$ cat src/rtl/mp_drive_issuer.sv
// mp_drive_issuer
// Clocked front-end for the last micropipeline FIFO stage. Words arrive from
// the synchronous domain, are buffered in a small FIFO, and are launched one at
// a time. Each launch is a DRIVE_W-cycle pulse on o_drive. The next word is not
// launched until the downstream stage returns a free pulse on i_free.
//
// Ports:
//   clk, rst      single clock, synchronous active-high reset
//   i_valid/o_ready/i_data  upstream push interface
//   o_drive       drive pulse to the downstream stage
//   i_free        asynchronous free pulse from the downstream stage
//   o_data        word of the current (or last) token, held for its lifetime
//   o_busy        a token is outstanding
//   o_timeout     sticky: no free arrived within TIMEOUT cycles (terminal)
//   o_proto_err   sticky: free edge seen while no token was waiting for it
//   o_tokens      completed-token count, wraps at 16 bits
//   o_dbg_state   current FSM state for observation
//
// Handshake: a word transfers on every rising clk edge where i_valid && o_ready.
// o_ready is combinational from rst, FIFO fullness and the ERR state only. It
// never depends on i_valid. i_data must be stable while i_valid is high.
module mp_drive_issuer #(
  parameter int DATA_W      = 8,
  parameter int DEPTH       = 4,
  parameter int DRIVE_W     = 2,
  parameter int SYNC_STAGES = 2,
  parameter int TIMEOUT     = 255
) (
  input  logic              clk,
  input  logic              rst,
  input  logic              i_valid,
  output logic              o_ready,
  input  logic [DATA_W-1:0] i_data,
  output logic              o_drive,
  input  logic              i_free,
  output logic [DATA_W-1:0] o_data,
  output logic              o_busy,
  output logic              o_timeout,
  output logic              o_proto_err,
  output logic [15:0]       o_tokens,
  output logic [1:0]        o_dbg_state
);

  localparam int PTR_W   = $clog2(DEPTH);
  localparam int CNT_W   = PTR_W + 1;
  localparam int PULSE_W = (DRIVE_W > 1) ? $clog2(DRIVE_W) : 1;

  typedef enum logic [1:0] {
    ST_IDLE      = 2'd0,
    ST_DRIVE     = 2'd1,
    ST_WAIT_FREE = 2'd2,
    ST_ERR       = 2'd3
  } state_t;

  state_t               state_q, state_d;
  logic                 drive_q, drive_d;
  logic                 busy_q, busy_d;
  logic [DATA_W-1:0]    data_q, data_d;
  logic                 timeout_q, timeout_d;
  logic                 proto_err_q, proto_err_d;
  logic [15:0]          tokens_q, tokens_d;
  logic [PULSE_W-1:0]   pulse_q, pulse_d;
  logic [15:0]          timer_q, timer_d;
  logic [PTR_W-1:0]     wr_ptr_q, wr_ptr_d;
  logic [PTR_W-1:0]     rd_ptr_q, rd_ptr_d;
  logic [CNT_W-1:0]     count_q, count_d;
  logic [SYNC_STAGES-1:0] sync_q, sync_d;
  logic                 free_prev_q, free_prev_d;
  logic [DATA_W-1:0]    mem_q [DEPTH];

  logic full, empty, ready, push, pop, free_edge;

  assign full      = (count_q == CNT_W'(DEPTH));
  assign empty     = (count_q == '0);
  assign ready     = !rst && !full && (state_q != ST_ERR);
  assign push      = i_valid && ready;
  // Rising edge of the synchronised free level; one-cycle pulse.
  assign free_edge = sync_q[SYNC_STAGES-1] && !free_prev_q;

  always_comb begin
    state_d     = state_q;
    drive_d     = drive_q;
    data_d      = data_q;
    pulse_d     = pulse_q;
    timer_d     = timer_q;
    timeout_d   = timeout_q;
    proto_err_d = proto_err_q;
    tokens_d    = tokens_q;
    pop         = 1'b0;
    case (state_q)
      ST_IDLE: begin
        if (free_edge) proto_err_d = 1'b1;
        if (!empty) begin
          state_d = ST_DRIVE;
          drive_d = 1'b1;
          data_d  = mem_q[rd_ptr_q];
          pulse_d = PULSE_W'(DRIVE_W - 1);
          pop     = 1'b1;
        end
      end
      ST_DRIVE: begin
        if (free_edge) proto_err_d = 1'b1;
        // pulse counts down the remaining drive cycles; zero means this is the last.
        if (pulse_q == '0) begin
          state_d = ST_WAIT_FREE;
          drive_d = 1'b0;
          timer_d = '0;
        end else begin
          pulse_d = pulse_q - PULSE_W'(1);
        end
      end
      ST_WAIT_FREE: begin
        // A free edge wins over an expiring timer in the same cycle.
        if (free_edge) begin
          state_d  = ST_IDLE;
          tokens_d = tokens_q + 16'd1;
        end else if (timer_q == 16'(TIMEOUT - 1)) begin
          state_d   = ST_ERR;
          timeout_d = 1'b1;
        end else begin
          timer_d = timer_q + 16'd1;
        end
      end
      ST_ERR: begin
        // Terminal until reset; free edges are ignored here.
      end
      default: state_d = ST_IDLE;
    endcase
    busy_d = (state_d == ST_DRIVE) || (state_d == ST_WAIT_FREE);
  end

  always_comb begin
    wr_ptr_d    = push ? wr_ptr_q + PTR_W'(1) : wr_ptr_q;
    rd_ptr_d    = pop ? rd_ptr_q + PTR_W'(1) : rd_ptr_q;
    count_d     = count_q;
    if (push && !pop) count_d = count_q + CNT_W'(1);
    if (!push && pop) count_d = count_q - CNT_W'(1);
    sync_d      = {sync_q[SYNC_STAGES-2:0], i_free};
    free_prev_d = sync_q[SYNC_STAGES-1];
  end

  always_ff @(posedge clk) begin
    if (rst) begin
      state_q     <= ST_IDLE;
      drive_q     <= 1'b0;
      busy_q      <= 1'b0;
      data_q      <= '0;
      timeout_q   <= 1'b0;
      proto_err_q <= 1'b0;
      tokens_q    <= '0;
      pulse_q     <= '0;
      timer_q     <= '0;
      wr_ptr_q    <= '0;
      rd_ptr_q    <= '0;
      count_q     <= '0;
      sync_q      <= '0;
      free_prev_q <= 1'b0;
    end else begin
      state_q     <= state_d;
      drive_q     <= drive_d;
      busy_q      <= busy_d;
      data_q      <= data_d;
      timeout_q   <= timeout_d;
      proto_err_q <= proto_err_d;
      tokens_q    <= tokens_d;
      pulse_q     <= pulse_d;
      timer_q     <= timer_d;
      wr_ptr_q    <= wr_ptr_d;
      rd_ptr_q    <= rd_ptr_d;
      count_q     <= count_d;
      sync_q      <= sync_d;
      free_prev_q <= free_prev_d;
    end
  end

  // Storage needs no reset: pointers and count define what is valid.
  always_ff @(posedge clk) begin
    if (push) mem_q[wr_ptr_q] <= i_data;
  end

  assign o_ready     = ready;
  assign o_drive     = drive_q;
  assign o_data      = data_q;
  assign o_busy      = busy_q;
  assign o_timeout   = timeout_q;
  assign o_proto_err = proto_err_q;
  assign o_tokens    = tokens_q;
  assign o_dbg_state = state_q;

endmodule

$ cat config.mk
export PLATFORM = sky130hd
export DESIGN_NAME = mp_drive_issuer
export DESIGN_NICKNAME = d
export VERILOG_FILES = /design/src/rtl/mp_drive_issuer.sv
export SDC_FILE = /design/constraint.sdc
export NUM_CORES = 1
export LEC_CHECK = 0
export BUFFER_PORTS_ARGS = -buffer_cell sky130_fd_sc_hd__buf_2
export CORE_MARGIN = 5
export CORE_UTILIZATION = 30
export DETAILED_ROUTE_END_ITERATION = 12
export SYNTH_ARGS = -nofsm -noshare
export SYNTH_HDL_FRONTEND = slang
export SYNTH_SLANG_ARGS = --single-unit
$ cat constraint.sdc
create_clock -name clk -period 4.7 [get_ports clk]
set_input_delay 0.47 -clock clk [delete_from_list [all_inputs] [get_ports clk]]
set_output_delay 0.47 -clock clk [all_outputs]
set_load 0.01 [all_outputs]
# Word-level counts from Yosys, hierarchy flattened
# Memories as Yosys holds them, arrays and structs flattened. A register that Yosys moved wholly into a read port is not among the register bits.
# Cells that the tools add are included.
[word_totals]
reg_bits = 49
mem_bits_rw = 32
input_bits = 12
wordCells = 79
mem_count = 1
[memory_table]
columns = ["memory", "depth", "word_bits", "read_ports", "rd_clocked_by_memory_dff", "wr", "line", "rtl"]
rows = [
  ["mem_q", 4, 8, 1, 1, 1, "69", "logic [DATA_W-1:0] mem_q [DEPTH];"],
]
[op_classes]
add_sub_neg = 7
n_eq_ne = 11
muxes = 20
bitwise = 2
n_reduce_logical = 25
[ops]
columns = ["cell", "n"]
rows = [
  ["2-to-1 mux 16 bit", 3],
  ["adder 16 x 1 -> 16 bit, second input constant", 2],
  ["one-hot mux 16 bit (2 select lines)", 1],
  ["equality test 16 x 8 -> 1 bit, second input constant", 1],
  ["!= test 2 bit, second input constant", 5],
  ["2-to-1 mux 2 bit", 4],
  ["AND reduction 2 bit", 4],
  ["2-to-1 mux 1 bit", 7],
  ["logical AND 1 bit", 6],
  ["2-to-1 mux 3 bit", 2],
  ["one-hot mux 2 bit (3 select lines)", 1],
  ["AND reduction 3 bit", 2],
  ["nonzero test 2 bit", 3],
  ["logical NOT 1 bit", 5],
  ["adder 2 x 1 -> 2 bit, second input constant", 2],
  ["equality test 2 x 1 -> 1 bit, second input constant", 2],
  ["equality test 2 bit, second input constant", 2],
  ["one-hot mux 1 bit (2 select lines)", 2],
  ["AND reduction 4 bit", 1],
  ["adder 3 x 1 -> 3 bit, second input constant", 1],
  ["equality test 3 bit, second input constant", 1],
  ["logical NOT 3 bit", 1],
  ["subtractor 3 x 1 -> 3 bit, second input constant", 1],
  ["logical NOT 2 bit", 1],
  ["4 further kinds", 5],
]

# Logic depth before layout (Yosys ltp)
# Gate-level depths: netlist (run 1).
[logic_depth]
ltp_word = 8
depth_mapped = 11
ltp_nobuf = 10

# Worst setup path after synthesis (run 1)
# OpenSTA, ideal clock, no wires.
[synth_path]
path_type = "in2reg"
from = "in rst"
to = "reg count_q[2]"
setup_ns = 0.070
t_arrival_ns = 2.401
setup_slack_ns = 2.229
path_stages = 10
path_buffers = 1
path_cell_list = "clkbuf_1 > a221oi_1 > and2_1 > inv_1 > ha_1 > inv_1 > fa_1 > xor2_1 > or3_1 > a21oi_1"
[synth_between]
elab_chain_cells = 7
[synth_lines]
columns = ["item", "line", "rtl"]
rows = [
  ["start: declaration", "30", "input logic rst,"],
  ["logical NOT 1 bit (*)", "75", "assign ready = !rst && !full && (state_q != ST_ERR);"],
  ["logical AND 1 bit (*) (2 in a row)", "75", ""],
  ["net o_ready", "32", "output logic o_ready,"],
  ["logical AND 1 bit (*)", "76", "assign push = i_valid && ready;"],
  ["logical NOT 1 bit", "137", "if (!push && pop) count_d = count_q - CNT_W'(1);"],
  ["logical AND 1 bit", "137", ""],
  ["2-to-1 mux 3 bit or nonzero test 2 bit (tied branches)", "--", ""],
  ["end signal: assignment", "170", "count_q <= count_d;"],
  ["end: declaration", "66", "logic [CNT_W-1:0] count_q, count_d;"],
]
# The timed path passes the listed nets; every way through them passes the cells marked *.
# A chain may end at the register's enable or synchronous reset.

# Final worst setup path (run 1)
[layout_path]
from = "reg state_q[1], in the netlist o_dbg_state[1]"
to = "reg count_q[2]"
[layout_between]
elab_chain_cells = 6
[layout_lines]
columns = ["item", "line", "rtl"]
rows = [
  ["start: declaration", "55", "state_t state_q, state_d;"],
  ["start signal: assignment", "159", "state_q <= state_d;"],
  ["!= test 2 bit", "75", ""],
  ["logical AND 1 bit", "75", ""],
  ["logical AND 1 bit", "76", ""],
  ["logical NOT 1 bit", "137", ""],
  ["logical AND 1 bit", "137", ""],
  ["2-to-1 mux 3 bit or nonzero test 2 bit (tied branches)", "--", ""],
]
# Several ways; a longest one is shown, not always the timed one.

==> metrics.yaml, run 1 <==
cts_sinks: 89
max_stage_delay_ps: 710
crit_type: "flop to flop"
cp_max_fo: 16
gp_congestion: 0.751
tightest_slew_ps: 731
vias: 2535
fillers: 1196
fmax_ghz: 0.393
ys_ff_latch: 89
nNetsFinal: 406
antenna_found_initial: 0
cts_root_buf: "clkbuf_16"
syn_area_um2: 3750
antenna_cells: 0
grt_start_max_net_pins: 46
status: "completed"
synth_edf_count: 32
finalSetupTns_ps: 0
maxCapViolations: 0
cp-start-kind: "flop"
die_area_um2: 14900
synth_area_leaders: "dfxtp_1 (30%), edfxtp_1 (26%), mux4_2 (4.8%)"
die_h_um: 122
slew_violations: 0
worstSetupEndpointType: "flop"
critPathSlowestCell: "a221oi_1"
leakagePower_uw: 0.00159
synth_top_area_cell: "dfxtp_1"
ios: 43
hpwl_um: 5230
ys_warn_count: 0
synth.net_count: 367
synth_top_area_share: 0.304
cts_buffers: 9
postCtsHoldBufs: 0
post_cts_buffers: 0
fp.dieW_um: 122
core_region_area_um2: 12200
hold_class: "primary input to flop"
finalCritPeriodShare: 0.541
grt_setup_unrepaired: "false"
ys_seq_area_frac: 0.560
drive_above_1_share: 0.182
grt_pass1_wl_um: 12000
syn_avg_cell_area_um2: 10.9
synth_flop_cell: "dfxtp_1"
fin_util: 0.361
track_usage: 0.105
dp_cells: 542
synthArstFlopShare: 0
overflow: 0
drc: 0
wire_per_inst_um: 13.2
cp_data_arrival_time_ps: 2810
pre_cts_ws_ps: 1880
setup_viol: 0
syn_inst: 346
slew_headroom: 0.513
setup_slack_ps: 2160
synth.top_cells.by_count: "dfxtp_1 (57), nor2_1 (40), nand2_1 (34)"
critical_path_required_ps: 4970
port-buffer-count: 42
cts_buffer_depth: 2
cp_common_cell: "inv_1"
grt_pass1_vias: 2445
area_delta_synth_final_pct: 16.8
rows: 40
cts_resized: 0
clk_latency_ps: 340
path_cells: "a221oi_1 -> and2_1 -> inv_1 -> ha_1 -> inv_1 -> fa_1 -> xor2_1 -> or3_1 -> a21oi_1"
skew_ps: 6.37
postRouteAntennaNets: 0
layoutNonFillerInstCount: 558
vias_per_cell: 4.54
synth_cell_types: 46
vdd_drop_max_mv: 0.370
cts.clk_slew.worst_paths_ps: 60
drtPass1Iterations: 4
initial_core_util: 0.309
yosysMostFrequentCell: "dfxtp_1"
cts_tree: "built"
cellPowerDensity_nw_per_um2: 478
wl_um: 7370
post-route-min-period_ps: 2540
htree_levels: 3
drt_iter0_markers: 106
hold_violations: 0
-- logic make-up after synthesis --
kind of cell | share of synthesized area
buffers and inverters | 0.0350
and+or+nand+nor | 0.194
DFF | 0.560
adders and majority gates | 0.0320
muxes | 0.0480
AOI/OAI and AO/OA | 0.0633
xor gates and xnor gates | 0.0676
-- placed cells by master, fill, tap and decap left out, drive strengths merged, types with 6 or more instances in the layout --
master,count
nor4,8
clkbuf,11
o21ai,7
dfxtp,57
nand3,13
nand2,34
nand4,6
mux4,8
edfxtp,32
inv,12
buf,43
xor2,17
xnor2,12
nor2,40
ha,8
a21oi,26
and3,9
-- flip-flops by register name, indices dropped and copies added (netlist names), 2 cells and up --
signal / cells
mem_q: 32
count_q: 3
sync_q: 2
rd_ptr_q: 2
o_dbg_state: 2
timer_q: 16
o_data: 8
wr_ptr_q: 2
o_tokens: 16
-- power breakdown --
group / switching [uW] / internal [uW] / total, uW / leakage [uW]
registers: 85.1 / 875 / 960 / 0.000753
logic: 261 / 180 / 441 / 0.000704
clock network: 287 / 410 / 697 / 0.000129
total: 633 / 1460 / 2100 / 0.00159
-- area by class of cell --
class	count	area (um^2)	area share
Sequential cell	89	2100	0.479
Multi-Input combinational cell	230	1520	0.347
Clock buffer	11	233	0.0531
Timing Repair Buffer	43	218	0.0496
Tap cell	168	210	0.0479
Clock inverter	5	56.3	0.0128
Inverter	12	45.0	0.0103
-- path summary, 6_finish.rpt --
| kind | from | to | slack (ps) | depth (start not counted) |
|---|---|---|---|---|
| max | o_dbg_state[1]$_SDFF_PP0_ | count_q[2]$_SDFFE_PP0P_ | 2160 | 9 |
| min | i_data[1] | mem_q[2][1]$_DFFE_PP_ | 340 | 1 |
| max reg2reg | o_dbg_state[1]$_SDFF_PP0_ | count_q[2]$_SDFFE_PP0P_ | 2160 | 9 |
| min reg2reg | o_timeout$_SDFFE_PP0P_ | o_timeout$_SDFFE_PP0P_ | 440 | 2 |
-- per-stage QoR --
stage / hold slack, ps / instance area [um^2] / total power, uW
finish: 341 / 4390 / 2100
CTS: 332 / 4390 / 2120
global placement: 425 / 4100 / 1410
global route: 330 / 4390 / 2220
detailed placement: 437 / 4100 / 1420
floorplan: 414 / 3750 / 1290
-- routing by layer --
layer  track usage  up-vias  share of wire  routed length, um
met3        0.0334        9          0.039                287
li1              -     1296              -                  -
met1         0.127     1183           0.47               3460
met2         0.173       47           0.48               3510
met4        0.0399        0          0.015                114
met5             0        -              0                  0
-- worst max-delay path, delay by kind of cell, from the launching register on --
| kind | cells | cell delay (ps) |
|---|---|---|
| xor+xnor | 1 | 70 |
| compound gates | 2 | 850 |
| fa+ha+maj | 2 | 400 |
| buf+inv | 2 | 140 |
| flops | 1 | 450 |
| simple gates | 2 | 570 |
Power figures use the tool's default switching activity.
==> run 2: changes to the inputs <==
==> constraint.sdc (replaced) <==
create_clock -name clk -period 2.52 [get_ports clk]
set_input_delay 0.252 -clock clk [delete_from_list [all_inputs] [get_ports clk]]
set_output_delay 0.252 -clock clk [all_outputs]
set_load 0.01 [all_outputs]
==> metrics.yaml, run 2 (same netlist as run 1, synthesis figures left out) <==
critPathSlowestCell: "dfxtp_1"
die_h_um: 122  # unchanged
clk_latency_ps: 340  # about the same
finalCritPeriodShare: 0.874  # +0.333
slew_violations: 0  # unchanged
max_stage_delay_ps: 390  # -320 ps
port-buffer-count: 42  # unchanged
final_common_cell: "dfxtp_1"
postCtsHoldBufs: 0  # unchanged
path_cells: "nor2_1 -> a221oi_1 -> and2_1 -> inv_1 -> ha_1 -> inv_1 -> fa_1 -> xor2_1 -> or3_1 -> a21oi_1"
hold_ws_ps: 124  # -216 ps
hpwl_um: 5140  # -1.7%
total_power_uw: 3920  # +87%
multiInputGateArea_um2: 1520  # unchanged
nNetsFinal: 411  # +1.2%
hold_class: "primary input to flop"
fp.dieW_um: 122  # unchanged
vias_per_cell: 4.54  # about the same
cp_data_arrival_time_ps: 2470  # -340 ps
antenna_found_initial: 0  # unchanged
drive_above_1_share: 0.200  # +0.0179
wire_per_inst_um: 13.1  # -1.1%
hold_violations: 0  # unchanged
grt_start_max_net_pins: 45  # -2.2%
antenna_cells: 0  # unchanged
gp_congestion: 0.767  # +2.2%
cts_sinks: 89  # unchanged
post-route-min-period_ps: 2200  # -340 ps
grt_pass1_wl_um: 11900  # -0.40%
cellPowerDensity_nw_per_um2: 888  # +86%
cts_buffers: 9  # unchanged
fin_util: 0.363  # +0.00216
status: "completed"
vdd_drop_max_mv: 0.641  # +73%
drc: 0  # unchanged
critical_path_required_ps: 2790  # -2180 ps
worstSetupEndpointType: "flop"
cp-start-kind: "flop"
tightest_slew_ps: 773  # +42.3 ps
maxCapViolations: 0  # unchanged
track_usage: 0.103  # -0.00186
cp_top_family: "simple AND/OR/NAND/NOR gates"
vias: 2556  # +0.83%
cp_common_cell: "inv_1"
top_register: "mem_q"
cts_resized: 0  # unchanged
design_area_um2: 4410  # +0.60%
fillers: 1211  # +1.3%
drt_iter0_markers: 88  # -17%
grt_setup_unrepaired: "false"
postRouteAntennaNets: 0  # unchanged
skew_ps: 9.49  # +3.11 ps
placed_area_um2: 4130  # +0.92%
rows: 40  # unchanged
drtPass1Iterations: 4  # unchanged
area_delta_synth_final_pct: 17.5
slew_headroom: 0.484  # -0.0282
fmax_ghz: 0.454  # +15%
core_region_area_um2: 12200  # unchanged
largest_reg_flops: 32  # unchanged
cts_buffer_depth: 2  # unchanged
crit_type: "flop to flop"
crit_buf_inv: 2  # unchanged
cts_root_buf: "clkbuf_16"
wl_um: 7350  # -0.22%
overflow: 0  # unchanged
seqCellArea_um2: 2100  # unchanged
cp_max_fo: 4  # -12
leakagePower_uw: 0.00162  # +1.9%
cts.clk_slew.worst_paths_ps: 60  # about the same
setup_viol: 0  # unchanged
htree_levels: 3  # unchanged
final_cell_mix: "dfxtp_1 (57), buf_2 (42), nor2_1 (40), nand2_1 (34), edfxtp_1 (32)"
post_cts_buffers: 0  # unchanged
finalSetupTns_ps: 0  # unchanged
grt_pass1_vias: 2467  # +0.90%
cts_tree: "built"
ios: 43  # unchanged
initial_core_util: 0.309  # unchanged
die_area_um2: 14900  # unchanged
run 2: layout make-up:
type | instances | share of cell area
clock buffer | 9 | 0.0510
clock inverter | 7 | 0.0119
inverter | 12 | 0.0102
multi-input combinational | 230 | 0.345
sequential | 89 | 0.476
tap | 168 | 0.0476
timing repair buffer | 48 | 0.0579
run 2: final timing paths:
path / startpoint / endpoint / slack [ps] / depth (start not counted)
max: count_q[0]$_SDFFE_PP0P_ / count_q[2]$_SDFFE_PP0P_ / 320 / 10
max reg2reg: count_q[0]$_SDFFE_PP0P_ / count_q[2]$_SDFFE_PP0P_ / 320 / 10
min reg2reg: sync_q[0]$_SDFF_PP0_ / sync_q[1]$_SDFF_PP0_ / 440 / 1
min: i_data[0] / mem_q[1][0]$_DFFE_PP_ / 120 / 1
run 2: metrics by stage:
step	worst slack [ps]	instances
global route	156	563
detailed placement	348	547
CTS	326	563
finish	319	563
global placement	468	547
floorplan	65.4	346
run 2: report_power, final:
group          internal [uW]  total (uW)  leakage [uW]  switching (uW)
logic                    387         933      0.000729             546
registers               1630        1750      0.000753             120
clock network            676        1240      0.000134             560
total                   2690        3920       0.00162            1230
run 2: routing by layer:
| metal | track usage | vias to the layer above | part of all wire |
|---|---|---|---|
| met5 | 0 | - | 0 |
| met3 | 0.0371 | 10 | 0.039 |
| met1 | 0.123 | 1202 | 0.45 |
| met4 | 0.0378 | 0 | 0.015 |
| li1 | - | 1306 | - |
| met2 | 0.170 | 38 | 0.49 |
==> run 3: changes to the inputs <==
--- a/config.mk
+++ b/config.mk
@@ -5,6 +5,7 @@
 export SDC_FILE = /design/constraint.sdc
 export NUM_CORES = 1
 export LEC_CHECK = 0
+export ABC_AREA = 1
 export BUFFER_PORTS_ARGS = -buffer_cell sky130_fd_sc_hd__buf_2
 export CORE_MARGIN = 5
 export CORE_UTILIZATION = 30
==> metrics.yaml, run 3 <==
synth_edf_count: 32  # unchanged
grt_setup_unrepaired: "false"
setup_slack_ps: 529  # +211 ps
vias_per_cell: 4.53  # -0.28%
slew_violations: 0  # unchanged
vdd_drop_max_mv: 0.507  # -21%
rows: 43  # +7.5%
cts_buffer_depth: 2  # unchanged
antenna_found_initial: 0  # unchanged
syn_area_um2: 4140  # +10%
wl_um: 8920  # +21%
ys_warn_count: 0  # unchanged
tightest_slew_ps: 687  # -86.1 ps
synth.top_cells.by_count: "nor2_1 (99), nand2_1 (88), dfxtp_1 (57)"
htree_levels: 3  # unchanged
track_usage: 0.110  # +0.00753
core_region_area_um2: 13700  # +13%
grt_pass1_wl_um: 14800  # +24%
die_area_um2: 16200  # +9.4%
postRouteAntennaNets: 0  # unchanged
nNetsFinal: 568  # +38%
pre_cts_ws_ps: 547  # +199 ps
hpwl_um: 6320  # +23%
synth_top_area_share: 0.276  # -0.0282
area_delta_synth_final_pct: 17.6
maxCapViolations: 0  # unchanged
finalCritPeriodShare: 0.790  # -0.0836
antenna_cells: 0  # unchanged
cts.clk_slew.worst_paths_ps: 70  # about the same
die_h_um: 127  # +4.6%
post-route-min-period_ps: 1990  # -211 ps
synth_top_area_cell: "dfxtp_1"
fp.dieW_um: 127  # +4.6%
ios: 43  # unchanged
wire_per_inst_um: 12.2  # -6.7%
ys_seq_area_frac: 0.508  # -0.0520
cts_resized: 0  # unchanged
synth_cell_types: 38  # -17%
cts_sinks: 89  # unchanged
fillers: 1370  # +13%
drive_above_1_share: 0.179  # -0.0207
grt_pass1_vias: 3188  # +29%
synthArstFlopShare: 0  # unchanged
hold_violations: 0  # unchanged
clk_latency_ps: 330  # about the same
post_cts_buffers: 0  # unchanged
vias: 3314  # +30%
gp_congestion: 0.817  # +6.5%
status: "completed"
cts_tree: "built"
cp-start-kind: "flop"
yosysMostFrequentCell: "nor2_1"
leakagePower_uw: 0.00186  # +15%
drc: 0  # unchanged
skew_ps: 6.84  # -2.65 ps
cp_data_arrival_time_ps: 2210  # -260 ps
drtPass1Iterations: 4  # unchanged
critical_path_required_ps: 2740  # -50 ps
ys_ff_latch: 89  # unchanged
final_common_cell: "nor2_1"
worstSetupEndpointType: "flop"
overflow: 0  # unchanged
synth_area_leaders: "dfxtp_1 (28%), edfxtp_1 (23%), nor2_1 (9.0%)"
finalSetupTns_ps: 0  # unchanged
cp_max_fo: 5  # +1
slew_headroom: 0.540  # +0.0557
fmax_ghz: 0.502  # +11%
drt_iter0_markers: 157  # +78%
syn_avg_cell_area_um2: 8.26  # -24%
grt_start_max_net_pins: 32  # -29%
hold_class: "primary input to flop"
synth.net_count: 522  # +42%
largest_reg_flops: 32  # unchanged
fin_util: 0.355  # -0.00790
final_cell_mix: "nor2_1 (99), nand2_1 (88), dfxtp_1 (57), inv_1 (46), buf_2 (42)"
cellPowerDensity_nw_per_um2: 925  # +4.1%
cts_buffers: 9  # unchanged
setup_viol: 0  # unchanged
top_register: "mem_q"
postCtsHoldBufs: 0  # unchanged
crit_type: "flop to flop"
port-buffer-count: 42  # unchanged
initial_core_util: 0.302  # -0.00706
syn_inst: 501  # +45%
synth_flop_cell: "dfxtp_1"
cts_root_buf: "clkbuf_16"
==> run 3: cell types whose count changed in the layout (fill, tap and decap cells not counted), moves of 9 or more <==
| cell | previous run | this run |
|---|---|---|
| a21oi_2 | 0 | 10 |
| inv_1 | 12 | 46 |
| nand2_1 | 34 | 88 |
| nand2_2 | 0 | 11 |
| nor2_1 | 40 | 99 |
| o21ai_0 | 7 | 41 |
| xnor2_1 | 12 | 3 |
| xor2_1 | 17 | 5 |
==> run 3: per-stage QoR <==
| step | hold WS, ps | instance area, um^2 | total power [uW] | instances |
|---|---|---|---|---|
| 2_1_floorplan | 351 | 4140 | 2780 | 501 |
| 5_1_grt | 125 | 4870 | 4800 | 732 |
| 4_1_cts | 109 | 4870 | 4560 | 732 |
| 6_report | 117 | 4870 | 4500 | 732 |
| 3_5_place_dp | 407 | 4540 | 3090 | 716 |
| 3_3_place_gp | 409 | 4540 | 3060 | 716 |
==> run 3: cell type report <==
| class | instances | area, um^2 | area share |
|---|---|---|---|
| Multi-Input combinational cell | 347 | 1760 | 0.362 |
| Inverter | 52 | 200 | 0.0411 |
| Timing Repair Buffer | 48 | 255 | 0.0524 |
| Tap cell | 180 | 225 | 0.0463 |
| Clock inverter | 7 | 100 | 0.0206 |
| Sequential cell | 89 | 2100 | 0.432 |
| Clock buffer | 9 | 225 | 0.0463 |
==> run 3: final timing paths <==
path / end / from / cells past startpoint / slack, ps
max: count_q[2]$_SDFFE_PP0P_ / count_q[1]$_SDFFE_PP0P_ / 11 / 530
min: sync_q[0]$_SDFF_PP0_ / i_free / 3 / 120
min reg2reg: sync_q[1]$_SDFF_PP0_ / sync_q[0]$_SDFF_PP0_ / 2 / 410
max reg2reg: count_q[2]$_SDFFE_PP0P_ / count_q[1]$_SDFFE_PP0P_ / 11 / 530
==> run 3: critical path, cell delays in order, from the launching register on <==
cell     delay, ps
dfxtp_1        340
inv_1           80
nand3_1         90
nand3_1        170
inv_1          130
ha_1           150
inv_1           60
fa_1           370
a21oi_1        140
o21ai_0        120
o21ai_0        160
a21oi_1         60
==> run 3: power by group <==
part           switching [uW]  internal, uW  total, uW
clock                     570           877       1450
sequential               96.0          1650       1750
combinational             910           398       1310
total                    1580          2930       4500
==> run 3: routing by layer <==
metal	part of all wire	global-route usage	vias up
met1	0.46	0.138	1504
li1	-	-	1729
met4	0.0055	0.0284	0
met2	0.49	0.189	74
met5	0	0	-
met3	0.048	0.0288	7
==> run 3: kinds of logic after synthesis <==
logic type | count (synthesis) | synth area share
and+or+nand+nor | 236 | 0.250
AOI/OAI and AO/OA | 94 | 0.129
DFF | 89 | 0.508
buffers and inverters | 65 | 0.0668
adders and majority gates | 9 | 0.0290
xor gates and xnor gates | 8 | 0.0169
